File: config.mk
export PLATFORM = sky130hd
export DESIGN_NAME = regfile_ctrl
export DESIGN_NICKNAME = d
export VERILOG_FILES = /design/src/rtl/regfile_ctrl.sv
export SDC_FILE = /design/constraint.sdc
export NUM_CORES = 1
export LEC_CHECK = 0
export BUFFER_PORTS_ARGS = -buffer_cell sky130_fd_sc_hd__buf_2
export CORE_ASPECT_RATIO = 2
export CORE_MARGIN = 3
export CORE_UTILIZATION = 35
export DETAILED_ROUTE_END_ITERATION = 8
export GPL_TIMING_DRIVEN = 0
export HOLD_SLACK_MARGIN = 0.15
export PLACE_DENSITY_LB_ADDON = 0.12
export SLEW_MARGIN = 40
export SYNTH_ARGS = -nofsm -noshare
export SYNTH_HDL_FRONTEND = slang
export SYNTH_SLANG_ARGS = --single-unit
File: constraint.sdc
create_clock -name clk -period 3.3 [get_ports clk]
set_input_delay 0.33 -clock clk [delete_from_list [all_inputs] [get_ports clk]]
set_output_delay 0.33 -clock clk [all_outputs]
set_load 0.01 [all_outputs]
File: src/rtl/regfile_ctrl.sv
// regfile_ctrl: 32x32 register file with a reset-triggered clear sequencer (r0 hardwired to zero).
// Define REGFILE_BYPASS_EN to forward same-cycle write data to the read ports.
module regfile_ctrl (
    input  logic        clk,
    input  logic        rst,
    input  logic        we,
    input  logic [4:0]  waddr,
    input  logic [31:0] wdata,
    input  logic        re1,
    input  logic [4:0]  raddr1,
    output logic [31:0] rdata1,
    input  logic        re2,
    input  logic [4:0]  raddr2,
    output logic [31:0] rdata2,
    output logic        ready
);
    typedef enum logic {INIT, RUN} state_t;
    state_t      state;
    logic [4:0]  cnt;
    logic [31:0] mem [32];
    logic        fwd1, fwd2;
    always_ff @(posedge clk or posedge rst) begin
        if (rst) begin
            state <= INIT;
            cnt   <= 5'd1;
            ready <= 1'b0;
        end else if (state == INIT) begin
            cnt <= cnt + 5'd1;
            if (cnt == 5'd31) begin
                state <= RUN;
                ready <= 1'b1;
            end
        end
    end
    // Storage has no reset; the sequencer sweeps r1..r31 to zero after every reset release
    always_ff @(posedge clk) begin
        if (state == INIT)
            mem[cnt] <= 32'd0;
        else if (we && waddr != 5'd0)
            mem[waddr] <= wdata;
    end
`ifdef REGFILE_BYPASS_EN
    assign fwd1 = we && (waddr == raddr1);
    assign fwd2 = we && (waddr == raddr2);
`else
    assign fwd1 = 1'b0;
    assign fwd2 = 1'b0;
`endif
    always_comb begin
        rdata1 = (!re1 || raddr1 == 5'd0 || state != RUN) ? 32'd0 : fwd1 ? wdata : mem[raddr1];
        rdata2 = (!re2 || raddr2 == 5'd0 || state != RUN) ? 32'd0 : fwd2 ? wdata : mem[raddr2];
    end
endmodule
==> results.py <==
metrics = {
    "run_status": {
        "status": "finished with violations",
        "violations": "negative setup slack",
    },
    "routing": {
        "drt_pass1_iterations": 7,
        "viasPerCell": 6.18,
        "vias": 31500,
        "drc": 0,
        "drt-initial-drc-count": 3392,
        "wirelength_mm": 217,
        "ant_nets": 0,
        "wire_per_inst_microns": 42.6,
    },
    "yosys": {
        "synth_area_sq_um": 48800,
        "synth-simple-area-share_pct": 3.50,
        "async_flop_share_pct": 0.679,
        "yosysTopAreaCell": "edfxtp_1",
        "synthAdderAreaFrac_pct": 0.0513,
        "synth_edf_count": 1024,
        "synthTopCellsByArea": "edfxtp_1 63%, mux4_2 13%, mux2i_1 9.8%",
        "synth.area.mux_share_pct": 24.8,
        "synth_seq_area_share_pct": 63.4,
        "synth_nets": 2876,
        "synth_common_cells": "1,024 x edfxtp_1, 479 x mux2i_1, 288 x mux4_2, 123 x clkbuf_1, 112 x a22oi_1",
        "synth_compound_area_share_pct": 5.72,
        "ys.flop_type": "edfxtp_1",
        "synth_top_area_share_pct": 63.0,
        "yosysMostFrequentCell": "edfxtp_1",
        "synth_cell_types": 47,
        "ys_warn_count": 0,
        "syn_avg_cell_area_sq_um": 17.3,
        "syn_inst": 2822,
        "synth_xor_area_share_pct": 0.0539,
        "synth_seq_cells": 1031,
        "synth_top_family_by_area": "multiplexers",
    },
    "floorplan": {
        "core.rowCount": 193,
        "core_area_sq_um": 138000,
        "die_area_sq_um": 144000,
        "ioPinCount": 117,
        "die_h_microns": 534,
        "start_util_pct": 35.3,
        "fp.dieW_microns": 270,
    },
    "place": {
        "place_area_sq_um": 54900,
        "numPortBuffers": 111,
        "dp_hpwl_mm": 162,
        "pre_cts_ws_ns": -0.980,
        "gp_congestion": 0.954,
    },
    "clocking": {
        "clock_latency_ns": 0.69,
        "cts.sinks": 1031,
        "cts_tree": "done",
        "root_buffer": "clkbuf_16",
        "htreeDepth": 3,
        "tritoncts.num_buffers": 96,
        "path_clk_slew_ns": 0.07,
        "cts_max_path_buffers": 3,
    },
    "worst_setup_path": {
        "crit_fanout": 10,
        "crit_family": "buffers and inverters",
        "cp_cell_sequence": "buf_2, buf_2, buf_4, clkbuf_4, mux4_2, a221oi_4, a211oi_2, buf_2",
        "critPathKind": "in -> out",
        "critPathArrivalTime_ns": 3.08,
        "slowest_delay_ns": 0.62,
        "end_kind": "primary output",
        "worstSetupEndpoint": "rdata1[28]",
        "cp-startpoint": "raddr1[1]",
        "rr_worst_depth": 5,
        "cp.depth": 8,
        "crit_required_ns": 2.97,
        "r2r-end": "mem[16][13]",
        "path_buf_inv": 5,
        "cpMostUsedCell": "buf_2",
        "worst_path_max_delay_cell": "a221oi_4",
        "r2r_start": "state",
        "start_kind": "input pin",
        "rrSetupSlack_ns": 0.26,
    },
    "global_routing": {
        "grt_pass1_vias": 32500,
        "grt-ovfl-total": 0,
        "antenna_found_initial": 8,
        "grt_max_degree": 33,
        "grt_pass1_wl_mm": 287,
        "grt_usage_pct": 29.7,
    },
    "timing": {
        "slew_viol_final": 0,
        "fmax_mhz": 293,
        "tightest_slew_ns": 0.923,
        "fin_crit_sh_pct": 103,
        "relSlewSlack_pct": 38.4,
        "finalHoldViolCount": 0,
        "rsz0062_at_grt": "true",
        "setup_tns_ns": -0.308,
        "whs_ns": 0.264,
        "fin_skew_ns": 0.0137,
        "finalSetupViolCount": 11,
        "fin_ws_ns": -0.112,
        "fin_crit_ns": 3.41,
    },
    "finish": {
        "nFillCells": 12200,
        "nets": 3209,
        "stdcell_area_sq_um": 58800,
        "drive_gt1_share_pct": 34.6,
        "area_growth_pct": 20.6,
    },
    "flow_run": {
        "cap_violations": 0,
    },
    "power": {
        "power_uw": 29100,
        "leakage_uw": 0.0212,
        "peakVddDrop_v": 0.000387,
        "power_density_nw_per_um2": 495,
    },
    "min_path": {
        "worstHoldPathType": "in -> reg",
    },
}
repair_timing:
item / 4_1_cts / 5_1_grt
pin swaps: 4 / 7
hold buffers: 2 / 0
gates resized for setup: 126 / 37
setup endpoints to repair: 64 / 32
hold endpoints to repair: 7 / 0
buffers inserted: 5 / 0
final cells by class:
class	instances	area [sq um]	area share (%)
diodes	8	20.0	0.0340
plain buffers	232	1460	2.48
clock buffers	117	2590	4.40
clock inverters	59	484	0.823
inverters	3	11.3	0.0191
multi-input cells	1554	18100	30.7
flip-flops and latches	1031	30900	52.6
well taps	1852	2320	3.94
repair buffers	237	2950	5.02
power breakdown:
group	leakage, uW	switching [uW]	internal (uW)
Sequential	0.0107	6.77	14400
Clock	0.00149	5180	6130
Combinational	0.00899	2310	1070
Total	0.0212	7490	21600
routing by layer:
metal / vias to the layer above / routed length (microns) / track usage (%)
met5: - / 0 / 0
met4: 0 / 22900 / 25.1
met3: 500 / 13800 / 4.63
met2: 1717 / 105000 / 49.6
met1: 16800 / 75200 / 33.3
li1: 12500 / - / -
layout by cell type (no fill, tap or decap), types with 36 or more instances in the layout:
cell	n
buf_8	36
nand2_1	108
buf_16	54
a211oi_1	43
mux2_2	73
mux4_2	288
mux2i_1	466
clkbuf_2	79
edfxtp_1	1024
buf_6	44
a22oi_1	112
nor2_4	36
buf_4	56
clkbuf_16	101
clkbuf_1	45
buf_2	142
flip-flops by register name, indices dropped and copies added, names as in the netlist:
signal	cells
cnt	5
ready	1
mem	1024
state	1
through the flow:
step / util, % / cells
finish: 42.5 / 5093
global route: 42.5 / 5086
CTS: 42.4 / 5083
detailed placement: 39.7 / 4902
global placement: 37.3 / 4785
floorplan: - / 2822
how the worst min path moves through the flow:
stage | end | slack [ns] | startpoint | depth (start not counted)
2_1_floorplan | cnt[1] | 0.13 | rst | 1
3_3_place_gp | state | 0.26 | rst | 2
3_5_place_dp | cnt[4] | 0.27 | rst | 2
4_1_cts | mem[0][13] | 0.24 | wdata[13] | 3
5_1_grt | mem[12][13] | 0.26 | wdata[13] | 3
6_report | mem[7][5] | 0.26 | wdata[5] | 2
kinds of logic after synthesis:
| kind of cell | after synthesis |
|---|---|
| adders and majority gates | 2 |
| DFF | 1031 |
| xor gates and xnor gates | 3 |
| AOI/OAI and AO/OA | 368 |
| and+or+nand+nor | 341 |
| muxes | 840 |
| buffers and inverters | 237 |
No activity file was read; power rests on OpenSTA's default activity.
